File: config.mk
export PLATFORM = sky130hd
export DESIGN_NAME = stopwatch_ctrl
export DESIGN_NICKNAME = d
export VERILOG_FILES = /design/src/rtl/stopwatch_ctrl.sv
export SDC_FILE = /design/constraint.sdc
export NUM_CORES = 1
export LEC_CHECK = 0
export BUFFER_PORTS_ARGS = -buffer_cell sky130_fd_sc_hd__clkbuf_2
export CORE_ASPECT_RATIO = 2
export CORE_MARGIN = 5
export CORE_UTILIZATION = 50
export CTS_BUF_LIST = sky130_fd_sc_hd__clkbuf_16
export DETAILED_ROUTE_END_ITERATION = 8
export GPL_TIMING_DRIVEN = 0
export PLACE_DENSITY_LB_ADDON = 0.2
export SYNTH_ARGS = -nofsm -noshare
export SYNTH_HDL_FRONTEND = slang
export SYNTH_SLANG_ARGS = --single-unit
File: constraint.sdc
create_clock -name clk -period 1.6 [get_ports clk]
set_input_delay 0.24 -clock clk [delete_from_list [all_inputs] [get_ports clk]]
set_output_delay 0.24 -clock clk [all_outputs]
set_load 0.005 [all_outputs]
File: src/rtl/stopwatch_ctrl.sv
// Stopwatch sequencer: start/stop/clear FSM, 4-digit BCD time counter (00.00-99.99) and digit scan.
// Optional lap/display-hold feature is enabled by defining STOPWATCH_LAP_HOLD_EN.
module stopwatch_ctrl #(
  parameter bit AN_ACTIVE_LOW = 1'b1,
  parameter int DP_DIGIT      = 2,
  parameter bit ONE_HOT_SCAN  = 1'b1
) (
  input  logic        clk,
  input  logic        reset,
  input  logic        tick,
  input  logic        scan_tick,
  input  logic        btn_ss,
  input  logic        btn_clr,
  input  logic        btn_lap,
  output logic        running,
  output logic        ovf,
  output logic [3:0]  bcd,
  output logic [3:0]  an,
  output logic        dp,
  output logic [15:0] time_bcd
);

  typedef enum logic [1:0] {IDLE, RUN, PAUSE} state_t;

  localparam logic [3:0] AN_RST = AN_ACTIVE_LOW ? 4'b1110 : 4'b0001;

  state_t          state_q;
  logic            running_q;
  logic            ovf_q;
  logic [3:0][3:0] cnt_q;      // [0] = hundredths ones ... [3] = seconds tens
  logic [3:0][3:0] cnt_inc;
  logic            carry;
  logic            btn_ss_q;
  logic            btn_clr_q;
  logic            ss_ev;
  logic            clr_ev;
  logic [3:0][3:0] disp;
  logic [1:0]      scan_idx_q;
  logic [3:0]      bcd_q;
  logic [3:0]      an_q;
  logic [3:0]      an_sel;
  logic            dp_q;

  assign ss_ev  = btn_ss & ~btn_ss_q;
  assign clr_ev = btn_clr & ~btn_clr_q;

  always_ff @(posedge clk) begin
    if (reset) begin
      btn_ss_q  <= 1'b0;
      btn_clr_q <= 1'b0;
    end else begin
      btn_ss_q  <= btn_ss;
      btn_clr_q <= btn_clr;
    end
  end

  // Ripple BCD increment; carry out of the top digit marks the 99.99 -> 00.00 wrap.
  always_comb begin
    cnt_inc = cnt_q;
    carry   = 1'b1;
    for (int i = 0; i < 4; i++) begin
      if (carry) begin
        if (cnt_q[i] == 4'd9) begin
          cnt_inc[i] = 4'd0;
        end else begin
          cnt_inc[i] = cnt_q[i] + 4'd1;
          carry      = 1'b0;
        end
      end
    end
  end

  always_ff @(posedge clk) begin
    if (reset) begin
      state_q   <= IDLE;
      running_q <= 1'b0;
      cnt_q     <= '0;
      ovf_q     <= 1'b0;
    end else if (clr_ev) begin
      state_q   <= IDLE;
      running_q <= 1'b0;
      cnt_q     <= '0;
      ovf_q     <= 1'b0;
    end else begin
      // A tick on the cycle that leaves RUN still counts; one on the entering cycle does not.
      if (state_q == RUN && tick) begin
        cnt_q <= cnt_inc;
        if (carry) ovf_q <= 1'b1;
      end
      case (state_q)
        IDLE: if (ss_ev) begin
          state_q   <= RUN;
          running_q <= 1'b1;
        end
        RUN: if (ss_ev) begin
          state_q   <= PAUSE;
          running_q <= 1'b0;
        end
        PAUSE: if (ss_ev) begin
          state_q   <= RUN;
          running_q <= 1'b1;
        end
        default: begin
          state_q   <= IDLE;
          running_q <= 1'b0;
        end
      endcase
    end
  end

`ifdef STOPWATCH_LAP_HOLD_EN
  logic            btn_lap_q;
  logic            lap_ev;
  logic            hold_q;
  logic [3:0][3:0] lap_q;

  assign lap_ev = btn_lap & ~btn_lap_q;

  always_ff @(posedge clk) begin
    if (reset) begin
      btn_lap_q <= 1'b0;
      hold_q    <= 1'b0;
      lap_q     <= '0;
    end else begin
      btn_lap_q <= btn_lap;
      if (clr_ev) begin
        hold_q <= 1'b0;
      end else if (lap_ev && state_q == RUN) begin
        lap_q  <= cnt_q;
        hold_q <= 1'b1;
      end else if (lap_ev && state_q == PAUSE) begin
        hold_q <= 1'b0;
      end
    end
  end

  assign disp = hold_q ? lap_q : cnt_q;
`else
  logic unused_btn_lap;
  assign unused_btn_lap = btn_lap;
  assign disp           = cnt_q;
`endif

  always_comb begin
    an_sel = ONE_HOT_SCAN ? (4'b0001 << scan_idx_q) : 4'b1111;
    if (AN_ACTIVE_LOW) an_sel = ~an_sel;
  end

  always_ff @(posedge clk) begin
    if (reset) begin
      scan_idx_q <= 2'd0;
      bcd_q      <= 4'd0;
      an_q       <= AN_RST;
      dp_q       <= 1'b0;
    end else begin
      if (scan_tick) scan_idx_q <= scan_idx_q + 2'd1;
      bcd_q <= disp[scan_idx_q];
      an_q  <= an_sel;
      dp_q  <= (32'(scan_idx_q) == DP_DIGIT);
    end
  end

  assign running  = running_q;
  assign ovf      = ovf_q;
  assign bcd      = bcd_q;
  assign an       = an_q;
  assign dp       = dp_q;
  assign time_bcd = cnt_q;

endmodule
Word level (Yosys, flattened, before mapping)
Cells that the tools add are included.
W data, S select, Z words.
- bits in registers: 33
- input bits: 7
- output and inout bits: 27
- logic and storage cells: 62
- add/sub/neg operators: 5
- $lt $le $gt $ge: 1
- equal/unequal tests: 9
- shifts and indexed selects: 1
- multiplexer cells: 19
- bitwise operators: 5
- reduce and logical (&&, ||, !) cells: 9
- operators with widths (kind ; count):
    $mux W4 ; 5
    $add A4 B1 Y4 const B ; 4
    $eq A4 B4 Y1 const B ; 4
    $reduce_and A2 Y1 ; 5
    $mux W1 ; 9
    $bmux W4 S2 ; 1
    $eq A2 B2 Y1 const B ; 2
    $mux W2 ; 2
    $not A4 Y4 ; 1
    $pmux W2 S2 ; 1
    $reduce_or A2 Y1 ; 2
    $shl A1 B2 Y4 const A ; 1
    $lt A2 B3 Y1 const B ; 1
    $add A2 B1 Y2 const B ; 1
    $and A1 B1 Y1 ; 2
    $eq A2 B1 Y1 const B ; 1
    $logic_not A2 Y1 ; 1
    $ne A2 B1 Y1 const B ; 1
    $ne A2 B2 Y1 const B ; 1
    $not A1 Y1 ; 2
    $pmux W1 S2 ; 1
    $logic_and A1 B1 Y1 ; 1

Logic depth before layout (Yosys ltp)
- depth in word-level cells: 6
- gate-level depth with buffers: 6

Worst setup path after synthesis
No wires, ideal clock.
- path kind: register to register
- start point: register cnt_q (netlist bit time_bcd[0])
- end point: register cnt_q (netlist bit time_bcd[13])
- setup time: 70 ps
- arrival time: 1446 ps
- setup slack: 84 ps
- stages on the path, launching flop included: 6
- period minus slack after synthesis: 1516 ps
- path through: dfxtp_1 -> and4b_1 -> buf_4 -> nand4_2 -> or4_1 -> a21oi_1
- cells in the longest elaborated chain, start to end: 5
- ends and longest elaborated chain (item ; RTL line ; RTL):
    from (decl) ; 30 ; logic [3:0][3:0] cnt_q;
    from (signal assigned) ; 87 ; cnt_q <= cnt_inc;
    $eq A4 B4 Y1 ; 63 ; if (cnt_q[i] == 4'd9) begin
    $mux W1 ; 63 ;
    $mux W1 (2 in series) ; 62 ; if (carry) begin
    $reduce_and A2 Y1 (no source line) ; n/a ;
No other way between the ends.
A chain may end at the register's enable or synchronous reset.

Worst setup path in the final report
- start point: register cnt_q (netlist bit time_bcd[2])
- end point: register cnt_q (netlist bit time_bcd[14])
The elaborated chain is that of the path after synthesis.

==> flow_summary.html <==
<table>
<tr><th>Metric</th><th>Value</th></tr>
<tr><th colspan="2">Status</th></tr>
<tr><td>Result of the run</td><td>complete, no violations</td></tr>
<tr><th colspan="2">Cells and area</th></tr>
<tr><td>Most common cell after layout, fill and taps aside</td><td>sky130_fd_sc_hd__clkbuf_2</td></tr>
<tr><td>Post-route core utilization</td><td>68.4%</td></tr>
<tr><td>Commonest non-fill, non-tap cells in the layout</td><td>sky130_fd_sc_hd__clkbuf_2 (33), sky130_fd_sc_hd__dfxtp_1 (22), sky130_fd_sc_hd__nor2_1 (12)</td></tr>
<tr><td>Area of all placed cells without fillers</td><td>1890 µm²</td></tr>
<tr><td>Share of cells above drive strength 1</td><td>a little over a third</td></tr>
<tr><td>Count of placed standard cells in the final layout, fillers left out</td><td>220</td></tr>
<tr><td>Area of the multi-input gates</td><td>roughly 800 µm²</td></tr>
<tr><td>Final antenna diode count</td><td>0</td></tr>
<tr><td>Count of nets after finishing</td><td>about 200</td></tr>
<tr><td>Fill count</td><td>237</td></tr>
<tr><td>Sequential cell area in the final layout</td><td>658 µm²</td></tr>
<tr><td>Area overhead of the layout relative to synthesis</td><td>30.1%</td></tr>
<tr><th colspan="2">Drt</th></tr>
<tr><td>Average routed wire per standard cell</td><td>roughly 15 µm</td></tr>
<tr><td>Drc violations</td><td>0</td></tr>
<tr><td>Iteration count of the initial detailed-routing pass</td><td>4</td></tr>
<tr><td>Post-route antenna net violation count</td><td>0</td></tr>
<tr><td>Final WL</td><td>3280 µm</td></tr>
<tr><td>Total vias in the final route</td><td>about 1.3k</td></tr>
<tr><td>Via density</td><td>5.72</td></tr>
<tr><td>Initial DRC count</td><td>34</td></tr>
<tr><th colspan="2">Placed design</th></tr>
<tr><td>Routability congestion estimate from global placement</td><td>0.787</td></tr>
<tr><td>Placed Instances</td><td>210</td></tr>
<tr><td>Number of port buffers</td><td>32</td></tr>
<tr><td>DPL Wire Length</td><td>2340 µm</td></tr>
<tr><td>Instance area after placement</td><td>1650 µm²</td></tr>
<tr><td>Worst setup timing slack at the placement stage</td><td>-0.0789 ns</td></tr>
<tr><th colspan="2">GRT</th></tr>
<tr><td>Leftover overflow at the end of global routing</td><td>0</td></tr>
<tr><td>GRT Total Usage</td><td>18.4%</td></tr>
<tr><td>First-pass GRT wire length</td><td>5520 µm</td></tr>
<tr><td>Initial antenna violation count</td><td>0</td></tr>
<tr><td>Number of global-route vias before repair</td><td>1310</td></tr>
<tr><td>Largest net degree at the start of global routing</td><td>11</td></tr>
<tr><th colspan="2">Worst setup path</th></tr>
<tr><td>Endpoint class of the critical path</td><td>flip-flop</td></tr>
<tr><td>Worst-path fanout max</td><td>7</td></tr>
<tr><td>Cell with the largest stage delay on the worst path</td><td>sky130_fd_sc_hd__or4_4</td></tr>
<tr><td>Worst path required time</td><td>1.81 ns</td></tr>
<tr><td>Startpoint Class</td><td>flip-flop</td></tr>
<tr><td>Cell-by-cell listing of the critical path</td><td>nor3b_4, nand4_4, or4_4, a21oi_2</td></tr>
<tr><td>Register-to-Register Path Depth</td><td>4</td></tr>
<tr><td>Startpoint of the most critical register-to-register path</td><td>time_bcd[2]$_SDFFE_PP0P_</td></tr>
<tr><td>Data arrival at the endpoint of the critical path</td><td>1.77 ns</td></tr>
<tr><td>Kind of critical path</td><td>reg2reg</td></tr>
<tr><td>Delay contributed by the slowest stage of the critical path</td><td>0.52 ns</td></tr>
<tr><td>Critical path startpoint</td><td>time_bcd[2]$_SDFFE_PP0P_</td></tr>
<tr><th colspan="2">Clock network</th></tr>
<tr><td>Number of H-tree branching levels</td><td>2</td></tr>
<tr><td>Clock tree root buffer cell</td><td>sky130_fd_sc_hd__clkbuf_16</td></tr>
<tr><td>Clock latency of the later-clocked register in the worst-skew pair</td><td>0.27 ns</td></tr>
<tr><td>CTS tree</td><td>yes</td></tr>
<tr><td>CTS sink count</td><td>32</td></tr>
<tr><td>CTS clk-pin slew, worst paths</td><td>about 0.050 ns</td></tr>
<tr><td>Buffer depth of the longest clock path</td><td>2</td></tr>
<tr><td>TritonCTS buffer count</td><td>5</td></tr>
<tr><td>Number of hold buffers added after CTS</td><td>0</td></tr>
<tr><th colspan="2">STA</th></tr>
<tr><td>Unrepaired setup endpoints after global routing</td><td>yes</td></tr>
<tr><td>Final Hold Fails</td><td>0</td></tr>
<tr><td>Least-Margin Pin Slew</td><td>0.445 ns</td></tr>
<tr><td>Final critical-path required period</td><td>roughly 1.6 ns</td></tr>
<tr><td>Headroom to the max-slew limit</td><td>70.3%</td></tr>
<tr><td>Least setup slack across all paths after layout</td><td>between 0.03 and 0.04 ns</td></tr>
<tr><td>Fmax</td><td>640 MHz</td></tr>
<tr><td>Final count of pins violating max slew</td><td>0</td></tr>
<tr><td>Post-Route Hold Slack</td><td>0.192 ns</td></tr>
<tr><td>Share of the cycle needed by the critical path after routing</td><td>between 90% and 100%</td></tr>
<tr><td>Post-Route Setup TNS</td><td>0 ns</td></tr>
<tr><td>Setup violators final</td><td>0</td></tr>
<tr><td>Clk_skew</td><td>roughly 0.0058 ns</td></tr>
<tr><th colspan="2">Synth</th></tr>
<tr><td>Synthesized netlist cell count</td><td>around 150</td></tr>
<tr><td>Top flip-flop cell by instance count after synthesis</td><td>sky130_fd_sc_hd__dfxtp_1</td></tr>
<tr><td>Number of synthesized flops with an enable pin</td><td>0</td></tr>
<tr><td>Mapped cell area</td><td>1460 µm²</td></tr>
<tr><td>Number of synthesized register bits</td><td>32</td></tr>
<tr><td>Synth Net Count</td><td>160</td></tr>
<tr><td>Unique cell type count in the Yosys netlist</td><td>41</td></tr>
<tr><td>Part of the Yosys area used for sequential elements</td><td>44.0%</td></tr>
<tr><td>Share of flip-flops with an asynchronous set or reset after synthesis</td><td>0%</td></tr>
<tr><td>Per-instance average area after synthesis</td><td>9.77 µm²</td></tr>
<tr><td>Number of warnings issued by yosys</td><td>0</td></tr>
<tr><th colspan="2">Power and ir drop</th></tr>
<tr><td>Leak pwr</td><td>0.791 nW</td></tr>
<tr><td>Worst voltage drop across the vdd grid</td><td>between 0.001 and 0.0015 V</td></tr>
<tr><td>Sequential share of power</td><td>42.1%</td></tr>
<tr><td>Final Total Pwr</td><td>1.96 mW</td></tr>
<tr><td>Fraction of power spent switching nets</td><td>19.6%</td></tr>
<tr><td>Pwr/cell area</td><td>1040 nW/µm²</td></tr>
<tr><td>Sw power</td><td>around 0.38 mW</td></tr>
<tr><td>Int Pwr</td><td>1.58 mW</td></tr>
<tr><td>Share of power burned in combinational logic</td><td>4.8%</td></tr>
<tr><td>Portion of total power attributed to the clock network</td><td>about 53%</td></tr>
<tr><th colspan="2">Die</th></tr>
<tr><td>Die outline area</td><td>4160 µm²</td></tr>
<tr><td>Die Span Y</td><td>86.3 µm</td></tr>
<tr><td>Effective utilization at floorplan</td><td>52.6%</td></tr>
<tr><td>Count of pins on the block boundary</td><td>34</td></tr>
<tr><td>Count of standard-cell rows</td><td>27</td></tr>
<tr><td>Std-Cell Core Area</td><td>2770 µm²</td></tr>
<tr><td>Die Wd</td><td>48.2 µm</td></tr>
<tr><th colspan="2">Hold path</th></tr>
<tr><td>Worst Min Path Start</td><td>btn_clr</td></tr>
<tr><td>Hold Crit Class</td><td>in2reg</td></tr>
<tr><td>Number of instances on the worst hold path</td><td>2</td></tr>
<tr><th colspan="2">Job</th></tr>
<tr><td>Number of violations of the max-capacitance limit</td><td>0</td></tr>
</table>
## logic make-up after synthesis
group,after synthesis,synth area share (%)
buffers and inverters,11,3.44
AO/OA/AOI/OAI,25,10.1
adder cells (fa/ha/maj),4,3.44
multiplexers,6,7.82
XOR/XNOR,5,3.01
flip-flops,32,44.0
AND/OR/NAND/NOR,66,28.3
## worst max-delay path, delay by kind of cell (launching register included)
kind            cells  cell delay, ns
flops               1            0.37
compound gates      1            0.14
simple gates        3            0.98
## area by class of cell
| type | instances | area share [%] |
|---|---|---|
| clock buffers | 5 | 6.61 |
| clock inverters | 3 | 1.98 |
| plain buffers | 6 | 2.25 |
| inverters | 5 | 0.991 |
| repair buffers | 34 | 9.25 |
| multi-input cells | 106 | 42.3 |
| flip-flops and latches | 32 | 34.7 |
| well taps | 29 | 1.92 |
## state kept, by name (all words and copies together) (netlist names)
signal and flops:
dp 1, btn_ss_q 1, bcd 4, ovf 1, btn_clr_q 1, an 4
scan_idx_q 2, state_q 2, time_bcd 16
## power by group through the flow
stage	Clock (mW)	Combinational, mW	Sequential [mW]
2_1_floorplan	0	0.0608	0.843
3_3_place_gp	0	0.0886	0.843
3_5_place_dp	0	0.0943	0.845
4_1_cts	1.06	0.0952	0.829
5_1_grt	1.11	0.105	0.827
6_report	1.04	0.0942	0.826
## timing repair
item | in CTS | in global routing
pin swaps | 3 | 5
buffers inserted | 2 | 0
setup endpoints to repair | 6 | 9
resized for setup | 16 | 8
## worst paths after layout
| kind | endpoint | slack [ns] |
|---|---|---|
| min | btn_clr_q$_SDFF_PP0_ | 0.19 |
| max | time_bcd[14]$_SDFFE_PP0P_ | 0.04 |
| min reg2reg | ovf$_SDFFE_PP0P_ | 0.47 |
| max reg2reg | time_bcd[14]$_SDFFE_PP0P_ | 0.04 |
## cells in the mapped netlist (4+ instances only)
cell type                  number  share of area (%)
sky130_fd_sc_hd__dfxtp_1       32                 44
sky130_fd_sc_hd__a21oi_1       12                4.1
sky130_fd_sc_hd__nor2_1        12                3.1
sky130_fd_sc_hd__nor2b_1       12                5.2
sky130_fd_sc_hd__nand2_1        7                1.8
sky130_fd_sc_hd__o21ai_0        6                2.1
sky130_fd_sc_hd__inv_1          5                1.3
sky130_fd_sc_hd__nand2b_1       5                2.1
sky130_fd_sc_hd__ha_1           4                3.4
sky130_fd_sc_hd__or4_1          4                2.1
sky130_fd_sc_hd__xor2_1         4                2.4
## metal layers
| metal | global-route usage [%] | share of wire, % | routed length, µm | vias to the layer above |
|---|---|---|---|---|
| met5 | 0 | 0 | 0 | - |
| met4 | 11.0 | 3.1 | 103 | 0 |
| met3 | 5.61 | 5.2 | 172 | 10 |
| met2 | 30.4 | 53 | 1750 | 39 |
| met1 | 18.8 | 38 | 1250 | 600 |
| li1 | - | - | - | 610 |
Power figures use the tool's default switching activity.
